--- config.mk ---
export PLATFORM = sky130hd
export DESIGN_NAME = cond_incr_exec_flat
export DESIGN_NICKNAME = d
export VERILOG_FILES = /design/src/rtl/cond_incr_exec_if.sv /design/src/rtl/cond_incr_exec.sv /design/src/flat_wrapper.sv
export SDC_FILE = /design/constraint.sdc
export NUM_CORES = 2
export LEC_CHECK = 0
export ABC_CLOCK_PERIOD_IN_PS = 17400
export BUFFER_PORTS_ARGS = -buffer_cell sky130_fd_sc_hd__buf_2
export CORE_MARGIN = 2
export CORE_UTILIZATION = 35
export CTS_BUF_LIST = sky130_fd_sc_hd__clkbuf_16
export DETAILED_ROUTE_END_ITERATION = 8
export GPL_TIMING_DRIVEN = 0
export PLACE_DENSITY = 0.56
export REMOVE_ABC_BUFFERS = 1
export SLEW_MARGIN = 20
export SYNTH_ARGS = -nofsm -noshare
export SYNTH_HDL_FRONTEND = slang
export SYNTH_SLANG_ARGS = --single-unit
--- constraint.sdc ---
create_clock -name clk -period 17.4 [get_ports clk]
set_input_delay 0 -clock clk [delete_from_list [all_inputs] [get_ports clk]]
set_output_delay 0 -clock clk [all_outputs]
set_load 0.005 [all_outputs]
--- src/rtl/cond_incr_exec_if.sv ---
// Operation/completion bus for the conditional-increment execution unit.
// op_*: a transfer happens on a rising edge where op_valid && op_ready; the
// master holds op_* stable while op_valid is high. done_* is a one-cycle
// pulse with no backpressure.
interface cond_incr_exec_if #(
  parameter int AW = 4,
  parameter int FW = 4
);
  logic          op_valid;
  logic          op_ready;
  logic [AW-1:0] op_target;
  logic [2:0]    op_cmp;
  logic          op_cmp_is_addr;
  logic [31:0]   op_cmp_val;
  logic          op_inc_is_addr;
  logic [31:0]   op_inc_val;
  logic [FW-1:0] op_set_flag;
  logic [FW-1:0] op_cond_flag;
  logic          done_valid;
  logic          done_executed;
  logic          done_taken;
  logic [31:0]   done_value;

  modport master (
    output op_valid, op_target, op_cmp, op_cmp_is_addr, op_cmp_val,
           op_inc_is_addr, op_inc_val, op_set_flag, op_cond_flag,
    input  op_ready, done_valid, done_executed, done_taken, done_value
  );

  modport slave (
    input  op_valid, op_target, op_cmp, op_cmp_is_addr, op_cmp_val,
           op_inc_is_addr, op_inc_val, op_set_flag, op_cond_flag,
    output op_ready, done_valid, done_executed, done_taken, done_value
  );
endinterface

--- src/rtl/cond_incr_exec.sv ---
// Conditional-increment execution unit: owns the u32 register file and flag
// register, runs each accepted op through gate, compare, increment, flag update.
module cond_incr_exec #(
  parameter  int NUM_REGS  = 16,
  parameter  int NUM_FLAGS = 8,
  localparam int AW        = $clog2(NUM_REGS),
  localparam int FW        = $clog2(NUM_FLAGS) + 1
) (
  input  logic                 clk,
  input  logic                 rst,
  cond_incr_exec_if.slave      bus,
  input  logic                 load_en,
  input  logic [AW-1:0]        load_addr,
  input  logic [31:0]          load_data,
  output logic [NUM_FLAGS-1:0] flags,
  input  logic [AW-1:0]        dbg_addr,
  output logic [31:0]          dbg_data,
  output logic [1:0]           dbg_state
);

  localparam logic [FW-1:0] FLAG_NONE = '1;

  typedef enum logic [1:0] {
    S_IDLE  = 2'd0,
    S_GATE  = 2'd1,
    S_EVAL  = 2'd2,
    S_WRITE = 2'd3
  } state_t;

  state_t state, state_nxt;

  logic [31:0]   regs [NUM_REGS];

  logic [AW-1:0] tgt_q;
  logic [2:0]    cmp_q;
  logic          cmp_addr_q;
  logic [31:0]   cmp_val_q;
  logic          inc_addr_q;
  logic [31:0]   inc_val_q;
  logic [FW-1:0] set_q;
  logic [FW-1:0] cond_q;

  logic          done_valid_q;
  logic          done_exec_q;
  logic          done_taken_q;
  logic [31:0]   done_value_q;

  logic          accept, load_we, gate_fail, eval_en, write_en;
  logic          op_ready_c;
  logic [31:0]   a_val, c_val, i_val;
  logic          cmp_res, gate_pass;

  // Out-of-range register indices read as zero.
  function automatic logic [31:0] reg_rd(input logic [AW-1:0] idx);
    return (32'(idx) < NUM_REGS) ? regs[idx] : 32'd0;
  endfunction

  // Selects in NUM_FLAGS..NONE (including NONE) read as zero.
  function automatic logic flag_rd(input logic [FW-1:0] sel);
    logic r;
    r = 1'b0;
    for (int i = 0; i < NUM_FLAGS; i++) begin
      if (32'(sel) == i) r = flags[i];
    end
    return r;
  endfunction

  always_comb begin
    a_val     = reg_rd(tgt_q);
    c_val     = cmp_addr_q ? reg_rd(cmp_val_q[AW-1:0]) : cmp_val_q;
    i_val     = inc_addr_q ? reg_rd(inc_val_q[AW-1:0]) : inc_val_q;
    gate_pass = (cond_q == FLAG_NONE) || flag_rd(cond_q);
    case (cmp_q)
      3'd0:    cmp_res = (a_val == c_val);
      3'd1:    cmp_res = (a_val != c_val);
      3'd2:    cmp_res = (a_val <  c_val);
      3'd3:    cmp_res = (a_val <= c_val);
      3'd4:    cmp_res = (a_val >  c_val);
      3'd5:    cmp_res = (a_val >= c_val);
      default: cmp_res = 1'b0;
    endcase
  end

  always_ff @(posedge clk or posedge rst) begin
    if (rst) state <= S_IDLE;
    else     state <= state_nxt;
  end

  always_comb begin
    state_nxt  = state;
    op_ready_c = 1'b0;
    accept     = 1'b0;
    load_we    = 1'b0;
    gate_fail  = 1'b0;
    eval_en    = 1'b0;
    write_en   = 1'b0;
    case (state)
      S_IDLE: begin
        op_ready_c = 1'b1;
        if (bus.op_valid) begin
          accept    = 1'b1;
          state_nxt = S_GATE;
        end else if (load_en) begin
          load_we = 1'b1;
        end
      end
      S_GATE: begin
        if (gate_pass) begin
          state_nxt = S_EVAL;
        end else begin
          gate_fail = 1'b1;
          state_nxt = S_IDLE;
        end
      end
      S_EVAL: begin
        eval_en   = 1'b1;
        state_nxt = S_WRITE;
      end
      S_WRITE: begin
        write_en  = done_taken_q;
        state_nxt = S_IDLE;
      end
      default: state_nxt = S_IDLE;
    endcase
  end

  // The completion record is registered one cycle ahead of its pulse, so the
  // value computed in EVAL doubles as the write data in WRITE.
  always_ff @(posedge clk or posedge rst) begin
    if (rst) begin
      tgt_q        <= '0;
      cmp_q        <= '0;
      cmp_addr_q   <= 1'b0;
      cmp_val_q    <= '0;
      inc_addr_q   <= 1'b0;
      inc_val_q    <= '0;
      set_q        <= FLAG_NONE;
      cond_q       <= FLAG_NONE;
      done_valid_q <= 1'b0;
      done_exec_q  <= 1'b0;
      done_taken_q <= 1'b0;
      done_value_q <= '0;
    end else begin
      done_valid_q <= 1'b0;
      if (accept) begin
        tgt_q      <= bus.op_target;
        cmp_q      <= bus.op_cmp;
        cmp_addr_q <= bus.op_cmp_is_addr;
        cmp_val_q  <= bus.op_cmp_val;
        inc_addr_q <= bus.op_inc_is_addr;
        inc_val_q  <= bus.op_inc_val;
        set_q      <= bus.op_set_flag;
        cond_q     <= bus.op_cond_flag;
      end
      if (gate_fail) begin
        done_valid_q <= 1'b1;
        done_exec_q  <= 1'b0;
        done_taken_q <= 1'b0;
        done_value_q <= a_val;
      end
      if (eval_en) begin
        done_valid_q <= 1'b1;
        done_exec_q  <= 1'b1;
        done_taken_q <= cmp_res;
        done_value_q <= cmp_res ? (a_val + i_val) : a_val;
      end
    end
  end

  always_ff @(posedge clk or posedge rst) begin
    if (rst) begin
      for (int i = 0; i < NUM_REGS; i++) regs[i] <= '0;
      flags <= '0;
    end else begin
      for (int i = 0; i < NUM_REGS; i++) begin
        if (load_we && (32'(load_addr) == i)) regs[i] <= load_data;
        if (write_en && (32'(tgt_q) == i))    regs[i] <= done_value_q;
      end
      for (int i = 0; i < NUM_FLAGS; i++) begin
        if (eval_en && (32'(set_q) == i)) flags[i] <= cmp_res;
      end
    end
  end

  assign bus.op_ready      = op_ready_c;
  assign bus.done_valid    = done_valid_q;
  assign bus.done_executed = done_exec_q;
  assign bus.done_taken    = done_taken_q;
  assign bus.done_value    = done_value_q;
  assign dbg_data          = reg_rd(dbg_addr);
  assign dbg_state         = state;

endmodule

--- src/flat_wrapper.sv ---
// flat-port wrapper written by rule: the top's interface ports become plain ports
module cond_incr_exec_flat 
#(
  parameter  int NUM_REGS  = 16,
  parameter  int NUM_FLAGS = 8,
  localparam int AW        = $clog2(NUM_REGS),
  localparam int FW        = $clog2(NUM_FLAGS) + 1
)
  (clk, rst, load_en, load_addr, load_data, flags, dbg_addr, dbg_data, dbg_state, bus_op_valid, bus_op_target, bus_op_cmp, bus_op_cmp_is_addr, bus_op_cmp_val, bus_op_inc_is_addr, bus_op_inc_val, bus_op_set_flag, bus_op_cond_flag, bus_op_ready, bus_done_valid, bus_done_executed, bus_done_taken, bus_done_value);
  cond_incr_exec_if #(.AW((4)), .FW((4))) bus_i ();
  input  logic clk;
  input  logic rst;
  input  logic load_en;
  input  logic [AW-1:0] load_addr;
  input  logic [31:0] load_data;
  output logic [NUM_FLAGS-1:0] flags;
  input  logic [AW-1:0] dbg_addr;
  output logic [31:0] dbg_data;
  output logic [1:0] dbg_state;
  input wire logic [$bits(bus_i.op_valid)-1:0] bus_op_valid;
  input wire logic [$bits(bus_i.op_target)-1:0] bus_op_target;
  input wire logic [$bits(bus_i.op_cmp)-1:0] bus_op_cmp;
  input wire logic [$bits(bus_i.op_cmp_is_addr)-1:0] bus_op_cmp_is_addr;
  input wire logic [$bits(bus_i.op_cmp_val)-1:0] bus_op_cmp_val;
  input wire logic [$bits(bus_i.op_inc_is_addr)-1:0] bus_op_inc_is_addr;
  input wire logic [$bits(bus_i.op_inc_val)-1:0] bus_op_inc_val;
  input wire logic [$bits(bus_i.op_set_flag)-1:0] bus_op_set_flag;
  input wire logic [$bits(bus_i.op_cond_flag)-1:0] bus_op_cond_flag;
  output wire logic [$bits(bus_i.op_ready)-1:0] bus_op_ready;
  output wire logic [$bits(bus_i.done_valid)-1:0] bus_done_valid;
  output wire logic [$bits(bus_i.done_executed)-1:0] bus_done_executed;
  output wire logic [$bits(bus_i.done_taken)-1:0] bus_done_taken;
  output wire logic [$bits(bus_i.done_value)-1:0] bus_done_value;
  assign bus_i.op_valid = bus_op_valid;
  assign bus_i.op_target = bus_op_target;
  assign bus_i.op_cmp = bus_op_cmp;
  assign bus_i.op_cmp_is_addr = bus_op_cmp_is_addr;
  assign bus_i.op_cmp_val = bus_op_cmp_val;
  assign bus_i.op_inc_is_addr = bus_op_inc_is_addr;
  assign bus_i.op_inc_val = bus_op_inc_val;
  assign bus_i.op_set_flag = bus_op_set_flag;
  assign bus_i.op_cond_flag = bus_op_cond_flag;
  assign bus_op_ready = bus_i.op_ready;
  assign bus_done_valid = bus_i.done_valid;
  assign bus_done_executed = bus_i.done_executed;
  assign bus_done_taken = bus_i.done_taken;
  assign bus_done_value = bus_i.done_value;
  cond_incr_exec #(.NUM_REGS(NUM_REGS), .NUM_FLAGS(NUM_FLAGS)) u_core (.clk(clk), .rst(rst), .bus(bus_i), .load_en(load_en), .load_addr(load_addr), .load_data(load_data), .flags(flags), .dbg_addr(dbg_addr), .dbg_data(dbg_data), .dbg_state(dbg_state));
endmodule
==> results.json <==
{
  "drive_above_1_share": 0.302,
  "antenna_left": 0,
  "crit_path_start_kind": "flop",
  "max_freq_mhz": 154,
  "cp-end-kind": "flop",
  "irDropWorstVdd_v": 0.000108,
  "synth_edf_count": 0,
  "drt_iter0_markers": 4128,
  "post_cts_buffers": 0,
  "grt_max_degree": 99,
  "crit_family": "compound AO/OA/AOI/OAI gates",
  "synth_seq_area_share": 0.342,
  "async_flop_share": 1.00,
  "fin_nets": 4273,
  "wl_per_cell_um": 30.4,
  "fin_crit_ps": 6510,
  "grt_pass1_wl_um": 261000,
  "clock_skew_ps": 36.4,
  "status": "finished, final reports clean",
  "drt-pass1-iter-count": 8,
  "total_power_uw": 11300,
  "grt_pass1_vias": 36143,
  "initial_core_util": 0.352,
  "grtUsageTotal": 0.261,
  "area_growth_pct": 19.1,
  "yosys_warnings": 0,
  "place_congestion": 0.843,
  "synth_area_um2": 46700,
  "dp_hpwl_um": 124000,
  "cts_resized": 0,
  "cts_tree": "done",
  "hold_class": "input port to flop",
  "synthCells": 3967,
  "core-area_um2": 133000,
  "cpPeakStageDelay_ps": 860,
  "fin_area_um2": 55700,
  "maxCapViolCount": 0,
  "crit_chain": "buf_12 -> buf_16 -> buf_16 -> mux4_2 -> mux4_2 -> mux2i_1 -> ha_1 -> nand4_1 -> nor2_1 -> a221oi_1 -> a31oi_1 -> o31a_2 -> or2_4 -> a21oi_4 -> a22oi_1 -> o21ai_0",
  "fp.dieH_um": 369,
  "dieArea_um2": 137000,
  "vias_per_cell": 6.26,
  "relSlewSlack": 0.203,
  "rsz0062_at_grt": "false",
  "final_hold_viol_count": 0,
  "period_share": 0.374,
  "overflow": 0,
  "dieWidth_um": 369,
  "crit_arrival_ps": 7090,
  "slew_violations": 0,
  "rrSetupSlack_ps": 10890,
  "insertion_delay_ps": 690,
  "crit_required_ps": 17980,
  "place_area_um2": 51900,
  "antenna_cells": 0,
  "cts_buffers": 81,
  "clk_pin_slew_ps": 60,
  "layout_commonest_cell": "mux4_2",
  "synth-seq-cells": 638,
  "synth-main-ff-cell": "dfrtp_1",
  "worst_slew_pin_slew_ps": 1190,
  "cts_max_level": 3,
  "syn_area_per_cell_um2": 11.8,
  "cts_buffer_depth": 3,
  "drc_errors": 0,
  "drt-total-wl_um": 180000,
  "power_density_nw_per_um2": 203,
  "antenna_found_initial": 11,
  "fp-row-count": 134,
  "setup_violations": 0,
  "portBuffers": 202,
  "cts_sinks": 638,
  "cts-root-buf": "clkbuf_16",
  "final_cell_mix": "mux4_2 (617), dfrtp_1 (616), mux2i_1 (555)",
  "ctsHoldBuffers": 126,
  "synth_cell_types": 67,
  "crit_fanout": 27,
  "leakage_uw": 0.0235,
  "vias": 37046,
  "critPathBufInv": 3,
  "io_pins": 203,
  "path_class": "flop to flop",
  "cpMaxStageDelayCell": "a21oi_4"
}
[worst reg2reg max path, cell delays in order, from the launching register on]
cell and delay, ps:
dfrtp_4 620, buf_12 280, buf_16 300, buf_16 280
mux4_2 600, mux4_2 490, mux2i_1 330, ha_1 320
nand4_1 260, nor2_1 110, a221oi_1 780, a31oi_1 190
o31a_2 400, or2_4 340, a21oi_4 860, a22oi_1 150
o21ai_0 140
[cell type report]
| type | instances | area, µm² |
|---|---|---|
| fill | 12395 | 77300 |
| multi-input combinational | 2874 | 29300 |
| sequential | 638 | 16000 |
| timing repair buffer | 464 | 5600 |
| tap | 1768 | 2210 |
| clock buffer | 81 | 2030 |
| clock inverter | 65 | 434 |
| inverter | 25 | 101 |
[cell usage after synthesis, types with 6 or more instances]
| cell | instances | share of area |
|---|---|---|
| dfrtp_1 | 630 | 0.34 |
| mux4_2 | 617 | 0.30 |
| mux2i_1 | 555 | 0.12 |
| a21oi_1 | 385 | 0.041 |
| nor2_1 | 379 | 0.030 |
| clkbuf_1 | 306 | 0.025 |
| nand2_1 | 269 | 0.022 |
| o21ai_0 | 250 | 0.027 |
| mux2_2 | 118 | 0.028 |
| buf_2 | 79 | 0.0085 |
| ha_1 | 63 | 0.017 |
| buf_1 | 43 | 0.0035 |
| inv_1 | 23 | 0.0018 |
| a21o_1 | 20 | 0.0032 |
| nand3_1 | 20 | 0.0021 |
| xor2_1 | 17 | 0.0032 |
| a22oi_1 | 16 | 0.0026 |
| a221o_1 | 14 | 0.0030 |
| o22ai_1 | 14 | 0.0019 |
| nor3_1 | 12 | 0.0013 |
| nand4_1 | 10 | 0.0013 |
| nor2b_1 | 9 | 0.0012 |
| xnor2_1 | 9 | 0.0017 |
| a31oi_1 | 8 | 0.0011 |
| dfstp_2 | 8 | 0.0045 |
| nand2b_1 | 8 | 0.0011 |
| o21ai_1 | 8 | 0.00086 |
| a211oi_1 | 7 | 0.0011 |
| and2_1 | 6 | 0.00080 |
| o211ai_1 | 6 | 0.00096 |
[flip-flops by register name (all words and copies together) (netlist names), named ones only]
register / flops
u_core.bus.done_value: 32
u_core.bus.done_executed: 1
u_core.cond_q: 4
u_core.cmp_addr_q: 1
u_core.dbg_state: 1
u_core.bus.done_taken: 1
u_core.cmp_val_q: 32
u_core.inc_addr_q: 1
u_core.set_q: 4
u_core.bus.done_valid: 1
u_core.regs: 512
u_core.inc_val_q: 32
u_core.tgt_q: 4
u_core.flags: 8
u_core.cmp_q: 3
[layer usage]
layer	wire length, µm	track usage	share of wire
met1	70300	0.344	0.39
met2	82900	0.410	0.46
met3	17800	0.0631	0.099
met4	8550	0.114	0.048
met5	31	0	0.00017
[logic make-up after synthesis]
family	count (synthesis)	synth area share
fa+ha+maj	64	0.0173
simple gates	735	0.0640
mux	1290	0.444
compound gates	759	0.0887
buf+inv	455	0.0390
flops	638	0.342
xor+xnor	26	0.00487
[stage by stage]
stage          hold WS [ps]  instances   util  setup WS, ps  setup TNS, ps
6_report               76.8       5915  0.419         10890              0
3_3_place_gp            213       5507  0.363         -9510       -6377760
5_1_grt                85.5       5915  0.419         10490              0
3_5_place_dp            134       5643  0.391         10970              0
4_1_cts                49.3       5915  0.419         10910              0
2_1_floorplan           117       3537      -          -459        -289210
[where the power goes]
part	total [µW]	leakage (µW)	switching, µW	internal (µW)
clock	1640	0.00130	729	906
combinational	6370	0.0142	3100	3270
sequential	3280	0.00800	1130	2140
total	11300	0.0235	4960	6320
[final timing paths]
check	from	endpoint	cells past startpoint
worst max-delay path	u_core.cmp_val_q[0]	u_core.bus.done_value[26]	16
worst min-delay path	bus_op_inc_val[19]	u_core.inc_val_q[19]	4
worst max register to register	u_core.cmp_val_q[0]	u_core.bus.done_value[26]	16
worst min register to register	u_core.flags[2]	u_core.flags[2]	1
max in group asynchronous	rst	u_core.inc_addr_q	6
min in group asynchronous	rst	u_core.regs[400]	4
Note: power is estimated with default switching activity, not from simulation.
